<file path="src/rtl/mem_port_arbiter.sv">
// rtl/mem_port_arbiter.sv - two-port (fetch/data) arbiter onto one shared RAM port
// Define MEM_PORT_ARBITER_ROUND_ROBIN_EN for round-robin arbitration; default is data-over-fetch priority.
module mem_port_arbiter #(
  parameter int ADDR_W = 32
) (
  input  logic              clk,
  input  logic              rst,
  input  logic              if_req,
  input  logic [ADDR_W-1:0] if_addr,
  output logic              if_gnt,
  output logic              if_valid,
  output logic [31:0]       if_rdata,
  input  logic              d_req,
  input  logic              d_we,
  input  logic [ADDR_W-1:0] d_addr,
  input  logic [31:0]       d_wdata,
  output logic              d_gnt,
  output logic              d_valid,
  output logic [31:0]       d_rdata,
  output logic              d_err,
  output logic [ADDR_W-1:0] mem_addr,
  output logic              mem_we,
  output logic [31:0]       mem_wdata,
  input  logic [31:0]       mem_rdata
);

  typedef enum logic [1:0] {IDLE, ACCESS, DONE} state_t;
  localparam logic PORT_F = 1'b0;
  localparam logic PORT_D = 1'b1;

  state_t              state_q, state_d;
  logic                port_q, port_d;
  logic [ADDR_W-1:0]   addr_q, addr_d;
  logic                we_q, we_d;
  logic [31:0]         wdata_q, wdata_d;
  logic                err_q, err_d;
  logic [31:0]         if_rdata_q, if_rdata_d;
  logic [31:0]         d_rdata_q, d_rdata_d;
  logic                pick_d;
  logic                d_aligned;
`ifdef MEM_PORT_ARBITER_ROUND_ROBIN_EN
  logic                last_q, last_d;
`endif

  assign d_aligned = (d_addr[1:0] == 2'b00);

  always_ff @(posedge clk or posedge rst) begin
    if (rst) begin
      state_q    <= IDLE;
      port_q     <= PORT_F;
      addr_q     <= '0;
      we_q       <= 1'b0;
      wdata_q    <= '0;
      err_q      <= 1'b0;
      if_rdata_q <= '0;
      d_rdata_q  <= '0;
`ifdef MEM_PORT_ARBITER_ROUND_ROBIN_EN
      last_q     <= PORT_F;
`endif
    end else begin
      state_q    <= state_d;
      port_q     <= port_d;
      addr_q     <= addr_d;
      we_q       <= we_d;
      wdata_q    <= wdata_d;
      err_q      <= err_d;
      if_rdata_q <= if_rdata_d;
      d_rdata_q  <= d_rdata_d;
`ifdef MEM_PORT_ARBITER_ROUND_ROBIN_EN
      last_q     <= last_d;
`endif
    end
  end

  always_comb begin
    state_d    = state_q;
    port_d     = port_q;
    addr_d     = addr_q;
    we_d       = we_q;
    wdata_d    = wdata_q;
    err_d      = err_q;
    if_rdata_d = if_rdata_q;
    d_rdata_d  = d_rdata_q;
    if_gnt     = 1'b0;
    d_gnt      = 1'b0;
`ifdef MEM_PORT_ARBITER_ROUND_ROBIN_EN
    last_d     = last_q;
    pick_d     = d_req & (~if_req | (last_q == PORT_F));
`else
    pick_d     = d_req;
`endif
    case (state_q)
      ACCESS: begin
        state_d = DONE;
        // Stores and misaligned data accesses return zero data.
        if (port_q == PORT_D) d_rdata_d = (we_q || err_q) ? 32'h0 : mem_rdata;
        else                  if_rdata_d = mem_rdata;
      end
      default: begin
        state_d = IDLE;
        if (if_req || d_req) begin
          state_d = ACCESS;
          if (pick_d) begin
            d_gnt   = 1'b1;
            port_d  = PORT_D;
            addr_d  = d_addr;
            we_d    = d_we & d_aligned;
            wdata_d = d_wdata;
            err_d   = ~d_aligned;
          end else begin
            if_gnt  = 1'b1;
            port_d  = PORT_F;
            addr_d  = if_addr;
            we_d    = 1'b0;
            wdata_d = '0;
            err_d   = 1'b0;
          end
`ifdef MEM_PORT_ARBITER_ROUND_ROBIN_EN
          last_d = port_d;
`endif
        end
      end
    endcase
  end

  // Memory port is driven only in ACCESS so reset drops mem_we asynchronously.
  assign mem_addr  = (state_q == ACCESS) ? addr_q  : '0;
  assign mem_wdata = (state_q == ACCESS) ? wdata_q : '0;
  assign mem_we    = (state_q == ACCESS) & we_q;

  assign if_valid = (state_q == DONE) && (port_q == PORT_F);
  assign d_valid  = (state_q == DONE) && (port_q == PORT_D);
  assign d_err    = d_valid & err_q;
  assign if_rdata = if_rdata_q;
  assign d_rdata  = d_rdata_q;

endmodule

</file>
<file path="config.mk">
export PLATFORM = sky130hd
export DESIGN_NAME = mem_port_arbiter
export DESIGN_NICKNAME = d
export VERILOG_FILES = /design/src/rtl/mem_port_arbiter.sv
export SDC_FILE = /design/constraint.sdc
export NUM_CORES = 1
export LEC_CHECK = 0
export BUFFER_PORTS_ARGS = -buffer_cell sky130_fd_sc_hd__buf_2
export CAP_MARGIN = 20
export CORE_ASPECT_RATIO = 0.8
export CORE_MARGIN = 5
export CORE_UTILIZATION = 51
export DETAILED_ROUTE_END_ITERATION = 8
export GPL_TIMING_DRIVEN = 0
export PLACE_DENSITY_LB_ADDON = 0.3
export SLEW_MARGIN = 0
export SYNTH_ARGS = -nofsm -noshare
export SYNTH_HDL_FRONTEND = slang
export SYNTH_SLANG_ARGS = --single-unit
export TNS_END_PERCENT = 100
</file>
<file path="constraint.sdc">
create_clock -name clk -period 10.9 [get_ports clk]
set_input_delay 0.545 -clock clk [delete_from_list [all_inputs] [get_ports clk]]
set_output_delay 0.545 -clock clk [all_outputs]
set_load 0.05 [all_outputs]
</file>
==> results by group <==
Status
  • Status: complete, no violations

Die
  • DIE HEIGHT: between 100 and 150 um
  • IO Pins: 267
  • Die Area: 13,600 um2
  • Initial Util: 52.6%
  • Die W: roughly 130 um
  • # rows: 34
  • Core region area: 11,000 um2

GRT
  • Vias in the first global route: 5,162
  • Initial antenna violation count: 0
  • Global route overflow: 0
  • GRT Resource Usage Total: a little under a quarter
  • Largest net degree at the start of global routing: 76
  • First-pass GRT wire length: 25.9 mm

Detailed routing
  • Total iterations of the first detailed-routing run: 4
  • Drt wl/cell: 17.0 um
  • Initial DRC count: 299
  • Antenna Violating Nets Remaining: 0
  • DRC: 0
  • Via Count: between 5,000 and 6,000
  • DR vias/cell: 5.25
  • Final wirelength: 16.2 mm

Worst setup path
  • Crit path kind: register to output pin
  • Crit. End Element: output pin
  • Critical Path Source Type: register
  • Critical path peak fanout: 10
  • Worst Path Buf+Inv: 4
  • CP peak stage delay: slightly below 0.4 ns
  • Critical path's top delay family: buffers and inverters
  • Cells along the critical path: nand2b_4 -> inv_2 -> buf_4 -> clkbuf_2 -> and2_1 -> buf_2
  • Critical path arrival: 1.93 ns
  • Slowest cell on crit path: dfrtp_1
  • Required @ worst endpoint: 10.36 ns
  • FF-to-FF setup slack: 9.36 ns

Synthesis
  • Synth Cell Area: 5770 um2
  • Post-synth EDFFs: 0
  • Syn. warnings: 0
  • Count leader, synth: dfrtp_1
  • Leading area contributor after synthesis: dfrtp_1
  • Syn_nets: 646
  • Top_reg_cell synth: dfrtp_1
  • Average size of a mapped cell: 11.2 um2
  • Mapped Cells: 513
  • Register bit total from synthesis: 133
  • Ys async rst share: 100%
  • Synth top area cells: dfrtp_1 58%, o21ai_0 8.3%, and2_1 7.2%
  • Synth unique cells: 25
  • Sequential area share after synthesis: roughly 58%
  • Commonest cells in the synthesized netlist: 133 x dfrtp_1, 96 x o21ai_0, 66 x and2_1, 66 x nand2_1
  • Synth top area share: 57.7%

Timing
  • Final setup viols: 0
  • Min Tclk post-route: 2.48 ns
  • Slew @ Worst Pin: roughly 0.55 ns
  • Final Hold Vio Count: 0
  • Slew headroom: a little under two thirds
  • Fmax: 404 MHz
  • Pins Over Slew Limit: 0
  • Setup TNS: 0 ns
  • Setup ws final: 8.42 ns
  • Crit share post-route: 22.7%
  • RSZ-0062 raised after global routing: false
  • Worst slack on hold paths: 0.209 ns
  • Skew final: 0.00891 ns

Job
  • MaxCap Viol Count: 0

CTS
  • # hold bufs at CTS: 0
  • Number of buffers created by CTS: 17
  • CTS sink cnt: 133
  • Post-cts sizing count: 0
  • TritonCTS clock tree: done
  • Clk buf depth: 2
  • Clock root cell: clkbuf_16
  • Worst-path clk slew: 0.06 ns
  • Clk_lat worst skew: 0.40 ns
  • H-tree depth: 4
  • Setup Buffers After CTS: 0

Pwr
  • NetSw: 1510 uW
  • Part of the power in registers: 27.4%
  • Clock power share: 19.7%
  • Net Sw Frac: 49.5%
  • Maximum VDD drop: 0.202 mV
  • Combinational Power Share: between 50% and 60%
  • Internal power: between 1500 and 2000 uW
  • PD cells: 384 nW/um2
  • Leakage power: around 0.0042 uW

Layout
  • N_diodes: 0
  • Finished Core Util: 72.3%
  • Growth of design area from synthesis to finish: 37.6%
  • Layout Cells excl Fill: between 900 and 1,000
  • Share of cells above drive strength 1: 43.8%
  • Nets@finish: between 900 and 1,000

Placement
  • Worst Setup Slack post-DPL: 8.85 ns
  • DP HPWL: 12.3 mm
  • Placed insts: 923
  • GP Congestion: 0.793
  • Port Buffer Count: roughly 270

Worst hold path
  • Worst hold path type: input pin to asynchronous set/reset pin
## power groups by stage
stage | logic, uW | clock network (uW) | registers, uW
after floorplan | 808 | 0 | 1240
after global placement | 1590 | 0 | 824
after CTS | 1630 | 610 | 833
after global routing | 1710 | 631 | 864
final | 1610 | 599 | 833
after detailed placement | 1620 | 0 | 836
## flip-flops by register name (all words and copies together) (netlist names)
register  flops
addr_q       32
d_rdata      32
if_rdata     32
wdata_q      32
state_q       2
err_q         1
port_q        1
we_q          1
## layout by cell type (no fill, tap or decap)
| master | count |
|---|---|
| o21ai_2 | 1 |
| buf_6 | 7 |
| and3b_1 | 1 |
| nand2b_4 | 1 |
| nand2_1 | 66 |
| a22o_1 | 32 |
| buf_4 | 2 |
| nor3b_1 | 1 |
| dfrtp_1 | 133 |
| inv_1 | 1 |
| and2_1 | 66 |
| o2bb2ai_1 | 1 |
| clkbuf_8 | 2 |
| buf_2 | 275 |
| nor2_4 | 1 |
| o21ai_0 | 96 |
| clkbuf_1 | 18 |
| clkbuf_16 | 17 |
| clkinv_4 | 3 |
| nor2_1 | 4 |
| bufinv_16 | 4 |
| mux2i_1 | 32 |
| clkinvlp_4 | 3 |
| a21o_1 | 1 |
| inv_2 | 2 |
| a32o_1 | 1 |
| buf_16 | 1 |
| clkinv_2 | 2 |
| clkbuf_2 | 2 |
| mux2_2 | 30 |
| mux2_1 | 2 |
| inv_6 | 1 |
| nand3b_2 | 1 |
## routing by layer
metal	wire [um]	GRT usage, %	part of all wire (%)
met5	0	0	0
met2	8030	39.3	50
met3	1340	5.61	8.2
met1	6440	30.8	40
met4	404	9.15	2.5
## cell families (layout without fill, tap and decap cells)
logic type      Yosys count  in the layout  share of synthesized area (%)
simple gates            141            141                           12.6
compound gates          132            132                           13.8
mux                      64             64                           11.8
flops                   133            133                           57.7
buf+inv                  43            340                           4.10
## metrics by stage
| stage | cell area (um2) | power [uW] |
|---|---|---|
| floorplan | 5770 | 2050 |
| global placement | 7280 | 2420 |
| detailed placement | 7310 | 2460 |
| CTS | 7940 | 3070 |
| global route | 7940 | 3200 |
| finish | 7940 | 3050 |
## worst reg2reg max path: cells and delay by family, from the launching register on
family / cells / cell delay (ns)
AO/OA/AOI/OAI: 1 / 0.23
buffers and inverters: 1 / 0.43
AND/OR/NAND/NOR: 2 / 0.38
flip-flops: 1 / 0.40
## final timing paths
kind,from,endpoint,depth (start not counted)
max,state_q[1],mem_wdata[8],6
min,rst,wdata_q[22],2
max reg2reg,err_q,d_rdata[17],4
min reg2reg,d_rdata[5],d_rdata[5],2
max in group asynchronous,rst,d_rdata[21],3
min in group clk,d_wdata[29],wdata_q[29],2
## layout make-up
type                    instances  area (um2)
flip-flops and latches        133        3330
fillers                       810        3040
multi-input cells             337        2200
repair buffers                266        1350
clock buffers                  19         453
plain buffers                  39         221
well taps                     144         180
clock inverters                12         179
inverters                       4        20.0
Power figures use the tool's default switching activity.
